## config.mk

```make
export PLATFORM = sky130hd
export DESIGN_NAME = msi_univ_counter
export DESIGN_NICKNAME = d
export VERILOG_FILES = /design/src/rtl/msi_univ_counter.sv
export SDC_FILE = /design/constraint.sdc
export NUM_CORES = 1
export LEC_CHECK = 0
export ABC_CLOCK_PERIOD_IN_PS = 2000
export CORE_UTILIZATION = 25
export DETAILED_ROUTE_END_ITERATION = 10
export PLACE_DENSITY_LB_ADDON = 0.2
export REMOVE_ABC_BUFFERS = 1
export SYNTH_ARGS = -nofsm -noshare
export SYNTH_HDL_FRONTEND = slang
export SYNTH_SLANG_ARGS = --single-unit
```

## constraint.sdc

```tcl
create_clock -name clk -period 2 [get_ports clk]
set_input_delay 0.4 -clock clk [delete_from_list [all_inputs] [get_ports clk]]
set_output_delay 0.4 -clock clk [all_outputs]
set_load 0.02 [all_outputs]
```

## src/rtl/msi_univ_counter.sv

```systemverilog
// ----------------------------------------------------------------------------
// msi_univ_counter
//   Universal WIDTH-bit register/counter: hold, parallel load, up/down count
//   with programmable modulus, shift left/right, rotate left and synchronous
//   clear. Terminal count is combinational.
//
//   Parameters
//     WIDTH      register width (>=1)
//     MODULUS    0 = natural 2^WIDTH wrap, else counts 0..MODULUS-1
//     RESET_VAL  value forced into q by rst
//
//   Ports
//     clk    rising-edge clock
//     rst    asynchronous active-high reset
//     ce     clock enable, 0 freezes q in every mode
//     mode   operation select (HOLD/LOAD/UP/DOWN/SHL/SHR/ROL/CLR)
//     d      parallel load data
//     sl_in  serial input entering bit 0 on shift-left
//     sr_in  serial input entering bit WIDTH-1 on shift-right
//     q      register contents
//     tc     terminal count (combinational)
//
//   Optional macro RV523_CASCADE_EN adds cin/cout for ripple chaining:
//   UP/DOWN advance only with cin=1, tc is gated by cin, cout = tc.
// ----------------------------------------------------------------------------
module msi_univ_counter #(
    parameter int unsigned WIDTH     = 4,
    parameter int unsigned MODULUS   = 0,
    parameter int unsigned RESET_VAL = 0
) (
    input  logic             clk,
    input  logic             rst,
    input  logic             ce,
    input  logic [2:0]       mode,
    input  logic [WIDTH-1:0] d,
    input  logic             sl_in,
    input  logic             sr_in,
    output logic [WIDTH-1:0] q,
    output logic             tc
`ifdef RV523_CASCADE_EN
    ,
    input  logic             cin,
    output logic             cout
`endif
);

    localparam logic [2:0] MODE_HOLD = 3'd0;
    localparam logic [2:0] MODE_LOAD = 3'd1;
    localparam logic [2:0] MODE_UP   = 3'd2;
    localparam logic [2:0] MODE_DOWN = 3'd3;
    localparam logic [2:0] MODE_SHL  = 3'd4;
    localparam logic [2:0] MODE_SHR  = 3'd5;
    localparam logic [2:0] MODE_ROL  = 3'd6;
    localparam logic [2:0] MODE_CLR  = 3'd7;

    // A modulus of exactly 2^WIDTH behaves like the natural wrap.
    localparam bit NATURAL = (MODULUS == 0) ||
                             (64'(MODULUS) == (64'd1 << WIDTH));
    localparam logic [WIDTH-1:0] MAX_VAL = NATURAL ? {WIDTH{1'b1}}
                                                   : WIDTH'(MODULUS - 1);
    localparam logic [WIDTH-1:0] RST_Q   = WIDTH'(RESET_VAL);

    logic             cin_en;
    logic             at_max;
    logic             over_max;
    logic [WIDTH-1:0] q_shl;
    logic [WIDTH-1:0] q_shr;
    logic [WIDTH-1:0] q_rol;
    logic [WIDTH-1:0] q_nxt;

`ifdef RV523_CASCADE_EN
    assign cin_en = cin;
    assign cout   = tc;
`else
    assign cin_en = 1'b1;
`endif

    // Range compare against MAX; with a full-range count q can never exceed it.
    generate
        if (NATURAL) begin : g_nat
            assign at_max   = (q == MAX_VAL);
            assign over_max = 1'b0;
        end else begin : g_mod
            assign at_max   = (q >= MAX_VAL);
            assign over_max = (q > MAX_VAL);
        end
    endgenerate

    // Shift/rotate datapaths; a 1-bit register has no interior bits to move.
    generate
        if (WIDTH == 1) begin : g_w1
            assign q_shl = sl_in;
            assign q_shr = sr_in;
            assign q_rol = q;
        end else begin : g_wn
            assign q_shl = {q[WIDTH-2:0], sl_in};
            assign q_shr = {sr_in, q[WIDTH-1:1]};
            assign q_rol = {q[WIDTH-2:0], q[WIDTH-1]};
        end
    endgenerate

    // Next-state selection.
    always_comb begin
        q_nxt = q;
        case (mode)
            MODE_HOLD: q_nxt = q;
            MODE_LOAD: q_nxt = d;
            MODE_UP: begin
                if (cin_en) begin
                    q_nxt = at_max ? '0 : q + WIDTH'(1);
                end
            end
            MODE_DOWN: begin
                if (cin_en) begin
                    // Out-of-range loaded values re-enter the count at MAX.
                    q_nxt = ((q == '0) || over_max) ? MAX_VAL : q - WIDTH'(1);
                end
            end
            MODE_SHL:  q_nxt = q_shl;
            MODE_SHR:  q_nxt = q_shr;
            MODE_ROL:  q_nxt = q_rol;
            MODE_CLR:  q_nxt = '0;
            default:   q_nxt = q;
        endcase
    end

    // State register.
    always_ff @(posedge clk or posedge rst) begin
        if (rst) begin
            q <= RST_Q;
        end else if (ce) begin
            q <= q_nxt;
        end
    end

    // Terminal count: about to wrap in the current count direction.
    assign tc = ce & cin_en &
                (((mode == MODE_UP) & at_max) | ((mode == MODE_DOWN) & (q == '0)));

endmodule

```

### After elaboration in Yosys (flattened, before gate mapping)

Index checks and enable logic that the tools add are counted.

* add/subtract/negate cells: 2
* bitwise operators: 5
* mux-type cells: 3
* reductions and logical operators: 3
* equality and inequality tests: 8

Operators with widths (number)
* 4-bit case mux with 7 select lines: 1
* 3-bit equality test, second input constant: 4
* 4-bit two-way mux: 2
* 3-bit by 2-bit equality test with 1-bit output, second input constant: 2
* 4-bit by 1-bit adder with 4-bit output, second input constant: 1
* 4-bit equality test, second input constant: 1
* 4-bit zero test: 1
* 4-bit by 1-bit subtractor with 4-bit output, second input constant: 1
* 1-bit AND: 3
* 3-bit by 1-bit equality test with 1-bit output, second input constant: 1
* 3-bit zero test: 1
* 2-bit AND reduction: 1
* 1-bit NOT: 1
* 1-bit bitwise OR: 1

* register bits after elaboration: 4
* input bits: 12
* output and inout bits: 5

### Longest topological paths before layout

Gate-level depths: netlist of run 1.

* word-level depth: 4
* depth in mapped cells: 6

### Least setup slack after synthesis of run 1

Ideal clock, no wire load.

* path type: flip-flop to output port
* start: register q[1]
* end: output tc
* path buffers: 0
* arrival time: 1344 ps
* cell stages (with the launch flop): 5
* path slack: 256 ps
* cell sequence: dfrtp_1 -> inv_1 -> ha_1 -> nand4_1 -> a21oi_1

* longest elaborated chain between the ends: 4
* elaborated cells between the ends (all ways): 6
* classes of those cells: 1 x eq/ne; 4 x bitwise; 1 x reduce/logical

Ends and longest elaborated chain
* start, declared: line 38 `output logic [WIDTH-1:0] q,`
* start signal, assigned: line 132 `q <= q_nxt;`
* 4-bit equality test or 4-bit zero test (tied branches): line 81, 138
* 1-bit AND: line 138 `(((mode == MODE_UP) & at_max) | ((mode == MODE_DOWN) & (q == '0)));`
* 1-bit bitwise OR (*): line 138
* 1-bit AND (*): line 137 `assign tc = ce & cin_en &`
* end, declared: line 39 `output logic tc`

Every way passes the cells marked *; elsewhere a longest branch is shown, timed or not.

### Final worst setup path of run 1

* start: input mode[2]
* end: output tc

* longest elaborated chain between the ends: 4
* elaborated cells between the ends (all ways): 6
* classes of those cells: 2 x eq/ne; 4 x bitwise

Ends and longest elaborated chain
* start, declared: line 34 `input logic [2:0] mode,`
* 3-bit by 2-bit equality test with 1-bit output: line 138
* 1-bit AND: line 138
* 1-bit bitwise OR (*): line 138
* 1-bit AND (*): line 137

Marks and branches as above.

==> results of run 1 <==
==> repair_timing <==
item                                    CTS  global route
pin swaps                                 0             0
endpoints found under the setup margin    1             1
resized for setup                         1             2
==> metal layers <==
metal / global-route usage (%) / wire length, um
met5: 0 / 0
met4: 5.14 / 0
met3: 1.15 / 90
met2: 21.4 / 654
met1: 24.4 / 680
==> synthesized netlist by cell type, types with 2 or more instances <==
library cell / n
inv_2: 2
nand4_1: 3
buf_6: 2
o21ai_0: 4
o221ai_1: 2
nand2_1: 15
dfrtp_1: 4
nor2_1: 2
ha_1: 2
buf_2: 2
mux2i_1: 3
xnor2_1: 2
a21oi_1: 3
inv_1: 3
==> cell families after synthesis <==
| group | synth area share (%) |
|---|---|
| compound gates | 29.2 |
| buf+inv | 14.0 |
| flops | 19.6 |
| xor+xnor | 3.43 |
| simple gates | 23.0 |
| mux | 5.88 |
| fa+ha+maj | 4.90 |
==> critical path, cell delays in order <==
cell             delay, ps
clkdlybuf4s50_1        420
and2b_4                260
nand2_1                 50
a21oi_1                120
clkbuf_2               190
==> placed cells by master (no fill, tap or decap), types with 2 or more instances in the layout <==
| master | instances |
|---|---|
| a21oi_1 | 3 |
| inv_1 | 3 |
| nor2_1 | 2 |
| nand2_1 | 15 |
| clkbuf_4 | 3 |
| dfrtp_1 | 4 |
| xnor2_1 | 2 |
| mux2i_1 | 3 |
| clkdlybuf4s50_1 | 15 |
| buf_4 | 12 |
| o221ai_1 | 2 |
| o21ai_0 | 4 |
| nand4_1 | 3 |
| ha_1 | 2 |
| inv_2 | 2 |
==> layout make-up <==
class	count	share of cell area (%)
multi-input cells	52	44.8
well taps	25	4.13
inverters	5	2.48
clock buffers	3	2.98
repair buffers	28	32.4
flip-flops and latches	4	13.2
==> per-stage QoR <==
step,hold slack (ps),setup TNS [ps],instance area (um^2),setup slack [ps]
floorplan,166,0,458,257
global placement,586,-221,739,-221
detailed placement,593,-249,739,-249
CTS,347,0,761,35.6
global route,358,0,757,81.6
finish,348,0,757,175
==> power by group <==
group,total [mW],internal (mW),switching [mW]
Sequential,0.105,0.0960,0.00899
Clock,0.0953,0.0668,0.0285
Combinational,0.276,0.135,0.141
Total,0.476,0.298,0.178
==> worst max-delay path by stage <==
stage | start | end | slack, ps | cells past startpoint
2_1_floorplan | q[1] | tc | 260 | 4
3_3_place_gp | mode[2] | tc | -220 | 5
3_5_place_dp | mode[2] | tc | -250 | 5
4_1_cts | mode[2] | tc | 40 | 5
5_1_grt | mode[0] | tc | 80 | 5
6_report | mode[2] | tc | 180 | 5
==> flow_summary.json, run 1 <==
{
  "total_area_of_multi_input_combinational_cells_um2": 339,
  "place.gp.congestion": 0.813,
  "timing.reg2reg.worst_path_depth": 8,
  "top_regs": "q x4",
  "clkSinkCount": 4,
  "synth_edf_count": 0,
  "dpl.hpwl_mm": 1.13,
  "number_of_antenna_violations_at_the_first_check_in_global_routing": 0,
  "synth_top_area_share_pct": 19.6,
  "track_usage_pct": 15.4,
  "grt_max_degree": 13,
  "cellPowerDensity_nw_per_um2": 629,
  "avgRoutedWirePerCell_um": 12.2,
  "die-width_um": 47.2,
  "port_buffers": 16,
  "asyncSetResetFlopFracSynth_pct": 100,
  "largest_register_ff_count": 4,
  "finalClockSkew_ps": 2.69,
  "final_ant_viol_nets": 0,
  "route.detailed.vias_per_inst": 5.06,
  "detailed_route_drc_error_count": 0,
  "post_synth_main_area_contributors": "dfrtp_1 (20%), nand2_1 (11%), mux2i_1 (5.9%)",
  "rsz0062_at_grt": "no",
  "max-slew-margin-rel_pct": 70.0,
  "finalMaxSlewViolations": 0,
  "final_hold_viol_count": 0,
  "hold_class": "in -> async",
  "postCtsHoldBufs": 0,
  "grt_pass1_wl_mm": 2.38,
  "ff_latch_area_um2": 100,
  "final_core_util_pct": 41.6,
  "crit_arrival_ps": 1420,
  "timing.max_cap.violations": 0,
  "die_area_um2": 2230,
  "route.final.wire_length_mm": 1.43,
  "vias": 592,
  "worstSetupStartpointType": "input pin",
  "clk_pin_slew_worst_paths_ps": 40,
  "post_route_cells_drive_above_1_share_pct": 21.7,
  "clock_insertion_delay_worst_skew_ps": 230,
  "required_ps": 1600,
  "p_leak_nw": 0.322,
  "synth-seq-area-share_pct": 19.6,
  "tritoncts": "built",
  "placeableCoreArea_um2": 1820,
  "synth-main-ff-cell": "dfrtp_1",
  "ys_ff_latch": 4,
  "cts_setup_buffers": 0,
  "finalNetCount": 108,
  "cts-htree-levels": 1,
  "area_growth_syn_to_fin_pct": 48.3,
  "worst_r2r_endpoint": "q[3]",
  "synth-warning-count": 0,
  "clock.fmax_ghz": 0.548,
  "internal_reg_to_reg_setup_slack_ps": 360,
  "placement_rows": 15,
  "registers.top_by_ff_count": "q",
  "cts_buffer_depth": 2,
  "syn_area_per_cell_um2": 7.73,
  "insertedDiodeCount": 0,
  "critPathMaxFanout": 2,
  "syn-instance-count": 66,
  "grt_pass1_vias": 515,
  "io-pin-count": 17,
  "cts_made_buffers": 3,
  "drt_pass1_iterations": 4,
  "dp_cells": 114,
  "totalPowerFinal_mw": 0.476,
  "synth_area_um2": 510,
  "timing_worst_setup_path_type": "in -> out",
  "drtIter0Drc": 27,
  "critPathCaptureType": "output pin",
  "max_slew.worst_pin.slew_ps": 446,
  "post-route-period-util_pct": 91.2,
  "timing.final.crit_period_ps": 1820,
  "floorplan.initialDensity_pct": 28.0,
  "globalRoute.totalOverflow": 0,
  "layoutNonFillerInstCount": 117,
  "filler_cell_count": 197,
  "die_h_um": 47.2,
  "power.ir.vdd_worst_mv": 0.352,
  "reg2reg_from": "q[0]",
  "setup_viol": 0,
  "yosysTopAreaCell": "dfrtp_1",
  "ctsRootBufferMaster": "clkbuf_4",
  "netlist-cell-type-count": 31,
  "status": "completed"
}
(Power assumes the default switching activity.)
==> run 2, diff against run 1 <==
--- a/config.mk
+++ b/config.mk
@@ -6,8 +6,9 @@
 export NUM_CORES = 1
 export LEC_CHECK = 0
 export ABC_CLOCK_PERIOD_IN_PS = 2000
-export CORE_UTILIZATION = 25
+export CORE_AREA = 2 2 39 41
 export DETAILED_ROUTE_END_ITERATION = 10
+export DIE_AREA = 0 0 41 43
 export PLACE_DENSITY_LB_ADDON = 0.2
 export REMOVE_ABC_BUFFERS = 1
 export SYNTH_ARGS = -nofsm -noshare
==> run 2 against run 1 <==
  * Sequential power barely moved
  * Critical path type is now reg -> out
  * Non-clock buffer count rose by 4
  * Core utilization rose by 14 points
  * Clock skew rose by 4.7 ps
  * Register-to-register slack got worse by 20 ps
  * Final area rose by 2.5%
  * Clock-buffer cell count did not move
  * Worst setup slack got worse by 22 ps
  * Largest cell class unchanged
  * Clock power rose by 4.7%
  * Die area fell by 21%
  * Global-route usage rose by 4.1 points
  * Total power rose by 4.1%
==> flow_summary.json, run 2 (synthesized netlist as in run 1, its figures left out) <==
{
  "status": "completed",
  "largest_register_ff_count": 4,
  "clkSinkCount": 4,
  "post-route-period-util_pct": 92.3,
  "clock.fmax_ghz": 0.542,
  "placement_rows": 14,
  "timing.max_cap.violations": 0,
  "max_stage_delay_ps": 600,
  "port_buffers": 16,
  "globalRoute.totalOverflow": 0,
  "required_ps": 1600,
  "placedInstanceArea_um2": 758,
  "critPathCaptureType": "output pin",
  "route.final.wire_length_mm": 1.40,
  "filler_cell_count": 136,
  "io-pin-count": 17,
  "final_hold_viol_count": 0,
  "cellPowerDensity_nw_per_um2": 639,
  "crit_arrival_ps": 1450,
  "timing.reg2reg.worst_path_depth": 8,
  "rsz0062_at_grt": "no",
  "clock_insertion_delay_worst_skew_ps": 240,
  "postCtsHoldBufs": 0,
  "vias": 595,
  "number_of_antenna_violations_at_the_first_check_in_global_routing": 0,
  "finalMaxSlewViolations": 0,
  "placeableCoreArea_um2": 1380,
  "final_ant_viol_nets": 0,
  "finalNetCount": 112,
  "finalClockSkew_ps": 7.38,
  "path_cells": "buf_4 > buf_4 > clkdlybuf4s50_1",
  "timing.final.crit_period_ps": 1850,
  "max_slew.worst_pin.slew_ps": 503,
  "registers.top_by_ff_count": "q",
  "top_regs": "q x4",
  "die-width_um": 41,
  "worstSetupStartpointType": "register",
  "worst_r2r_endpoint": "q[3]",
  "worst-path-buf-inv": 3,
  "timing.critical_path.mode_cell": "buf_4",
  "layout_commonest_cell": "buf_4",
  "post-route-cell-area_um2": 776,
  "tritoncts": "built",
  "floorplan.initialDensity_pct": 36.9,
  "post_placement_setup_slack_ps": -246,
  "place.gp.congestion": 0.849,
  "drt_pass1_iterations": 4,
  "critPathMaxFanout": 7,
  "cts-htree-levels": 1,
  "avgRoutedWirePerCell_um": 12.5,
  "cts_buffer_depth": 2,
  "total_area_of_multi_input_combinational_cells_um2": 339,
  "grt_pass1_wl_mm": 2.39,
  "dpl.hpwl_mm": 1.08,
  "max-slew-margin-rel_pct": 66.4,
  "cts_made_buffers": 3,
  "grt_max_degree": 13,
  "grt_pass1_vias": 557,
  "track_usage_pct": 19.5,
  "final_setup_margin_ps": 153,
  "power.ir.vdd_worst_mv": 0.463,
  "detailed_route_drc_error_count": 0,
  "insertedDiodeCount": 0,
  "setup_viol": 0,
  "critical_path.top_delay_family": "buffers and inverters",
  "timing_worst_setup_path_type": "reg -> out",
  "reg2reg_from": "q[1]",
  "die_h_um": 43,
  "ctsRootBufferMaster": "clkbuf_4",
  "p_leak_nw": 0.340,
  "die_area_um2": 1760,
  "hold_class": "in -> async",
  "ff_latch_area_um2": 100,
  "cpMaxStageDelayCell": "clkdlybuf4s50_1",
  "area_growth_syn_to_fin_pct": 52.0,
  "internal_reg_to_reg_setup_slack_ps": 340,
  "drtIter0Drc": 6,
  "post_route_cells_drive_above_1_share_pct": 25.0,
  "clk_pin_slew_worst_paths_ps": 40,
  "route.detailed.vias_per_inst": 5.31,
  "final_core_util_pct": 56.1,
  "layout_common_cells": "buf_4 (16), nand2_1 (15), clkdlybuf4s50_1 (15)"
}
[run 2: per-layer routing]
| layer | routed length [um] | global-route usage (%) | up-vias |
|---|---|---|---|
| met3 | 74 | 2.62 | 0 |
| met2 | 708 | 29.4 | 24 |
| li1 | - | - | 304 |
| met1 | 616 | 26.4 | 267 |
| met5 | 0 | 0 | - |
| met4 | 0 | 8.67 | 0 |
[run 2: worst reg2reg max path: stages (launching register included)]
cell,delay [ps]
dfrtp_1,370
buf_4,160
ha_1,200
buf_4,150
a21oi_1,100
o21ai_0,80
a211oi_1,300
o311ai_1,130
nand2_1,90
[run 2: how the worst max path moves through the flow]
stage            start  slack, ps   end  depth (start not counted)
5_1_grt           q[0]         90  q[0]                          3
3_5_place_dp   mode[0]       -250    tc                          4
3_3_place_gp   mode[2]       -240    tc                          5
6_report          q[0]        150  q[0]                          3
4_1_cts        mode[0]         30    tc                          4
2_1_floorplan     q[1]        260    tc                          4
[run 2: metrics by stage]
step	total power, mW	cells	TNS [ps]	hold slack, ps
5_1_grt	0.536	112	0	369
6_report	0.495	112	0	339
2_1_floorplan	0.246	61	0	166
3_3_place_gp	0.393	109	-240	587
3_5_place_dp	0.395	109	-246	594
4_1_cts	0.499	112	0	340
[run 2: power breakdown]
| group | switching [mW] | total [mW] | internal [mW] |
|---|---|---|---|
| logic | 0.144 | 0.291 | 0.147 |
| registers | 0.00898 | 0.105 | 0.0959 |
| clock network | 0.0327 | 0.0998 | 0.0671 |
| total | 0.185 | 0.495 | 0.310 |
[run 2: cell type report]
class	instances	share of cell area, %
Clock buffer	3	2.90
Inverter	5	2.42
Multi-Input combinational cell	52	43.7
Sequential cell	4	12.9
Tap cell	16	2.58
Timing Repair Buffer	32	35.5
[run 2: repair_timing]
action	4_1_cts	5_1_grt
setup buffers	0	0
endpoints found under the setup margin	1	1
gates resized for setup	1	2
pin swaps	0	0
==> edit, RTL diff (flow settings as in run 2) <==
Change the parameter `WIDTH` from 4 to 2.
--- a/src/rtl/msi_univ_counter.sv
+++ b/src/rtl/msi_univ_counter.sv
@@ -26,3 +26,3 @@
 module msi_univ_counter #(
-    parameter int unsigned WIDTH     = 4,
+    parameter int unsigned WIDTH     = 2,
     parameter int unsigned MODULUS   = 0,
Ports: changed (resized d and q); port bits go from 17 to 13. The function was not compared with the original's and may differ.
==> edit against run 2 <==
Sequential cell count is 2 lower. Total power fell by 48%. Synthesized area shrank 46%. Setup slack improved by 24 ps. Synthesized cell count down 52%. First-iteration DRC count fell by 50%. Core utilization fell by 24 points. Final area decreased by 42%. Die area stayed put. Routed wire length shrank 57%. Cell count decreased by 40%. Combinational power fell by 60%. Critical path type is now primary input to primary output.
==> edit: results (changes against run 2) <==
status finished, final reports clean; nets@finish 65 (-42%); layout cells sized above 1 0.255 (+0.00490); Slew headroom 0.828 (+0.164); Initial DRC Count 3 (-3); Pwr per Cell Area 579 nW/um^2 (-9.4%); largest registers q (2); post-route insts no fill 67 (-40%); RePlAce Congestion 0.718 (-15%); # placed instances 64 (-41%); CP max FO 2 (-5); worst skew pair latency 220 ps (-20 ps); Commonest cells post-synth inv_1 (4), nand2_1 (4), a21oi_1 (3), nand2b_1 (3), o31ai_1 (3); Layout fillers 143 (+5.1%); post-synthesis mux area share 0.0543 (-0.00452); Final Skew 2.12 ps (-5.26 ps); Synth Area in XOR/XNOR 0 (-0.0343); hpwl dp 506 um (-53%); max incr delay on CP 460 ps (-140 ps); Synth Area in Compound Gates 0.276 (-0.0156); synthesized-area fraction occupied by adder cells 0.0905 (+0.0415); top post-synthesis cells by area dfrtp_1 (18%), ha_1 (9.0%), o31ai_1 (8.1%); Wirelength per Cell 8.99 um (-28%); DP Worst Slack -259 ps (-12.3 ps); I/O Buffers 12 (-4); vias per cell 4.33 (-19%); area share of the largest cell type after synthesis 0.181 (-0.0151)
==> edit: path summary, 6_finish.rpt <==
check	from	end	slack, ps	cells past startpoint
worst max-delay path	mode[1]	tc	180	5
worst min-delay path	rst	q[0]	330	2
worst max register to register	q[0]	q[1]	600	6
max in group asynchronous	rst	q[1]	1560	2
min in group clk	q[0]	q[0]	550	2
worst min register to register	q[0]	q[0]	550	2
==> edit: what timing repair did <==
item	in CTS	in global routing
gates resized for setup	1	2
buffers inserted	0	0
endpoints found under the setup margin	1	1
pin swaps	0	0
==> edit: per-layer routing <==
metal | vias up | wire, um | global-route usage
met3 | 0 | 32 | 0.0157
met5 | - | 0 | 0
met1 | 128 | 280 | 0.125
li1 | 153 | - | -
met2 | 9 | 289 | 0.131
met4 | 0 | 0 | 0.0600
==> edit: per-stage QoR <==
step           hold slack (ps)  instance area, um^2   util  setup TNS (ps)  total power [mW]
3_3_place_gp               560                  430  0.311            -233             0.176
3_5_place_dp               559                  430  0.311            -259             0.176
6_report                   335                  448  0.324               0             0.259
4_1_cts                    332                  452  0.326               0             0.265
2_1_floorplan              141                  245      -               0             0.117
5_1_grt                    341                  448  0.324               0             0.285
==> edit: area by class of cell <==
class                           instances  area (um^2)  share of cell area
Timing Repair Buffer                   18          160               0.358
Sequential cell                         2         50.0               0.112
Multi-Input combinational cell         24          180               0.402
Inverter                                4         15.0              0.0335
Tap cell                               16         20.0              0.0447
Clock buffer                            3         22.5              0.0503
==> edit: where the power goes <==
group | leakage [nW] | switching, mW | internal (mW)
combinational | 0.165 | 0.0506 | 0.0657
sequential | 0.0248 | 0.00995 | 0.0480
clock | 0.0138 | 0.0190 | 0.0658
total | 0.203 | 0.0796 | 0.180
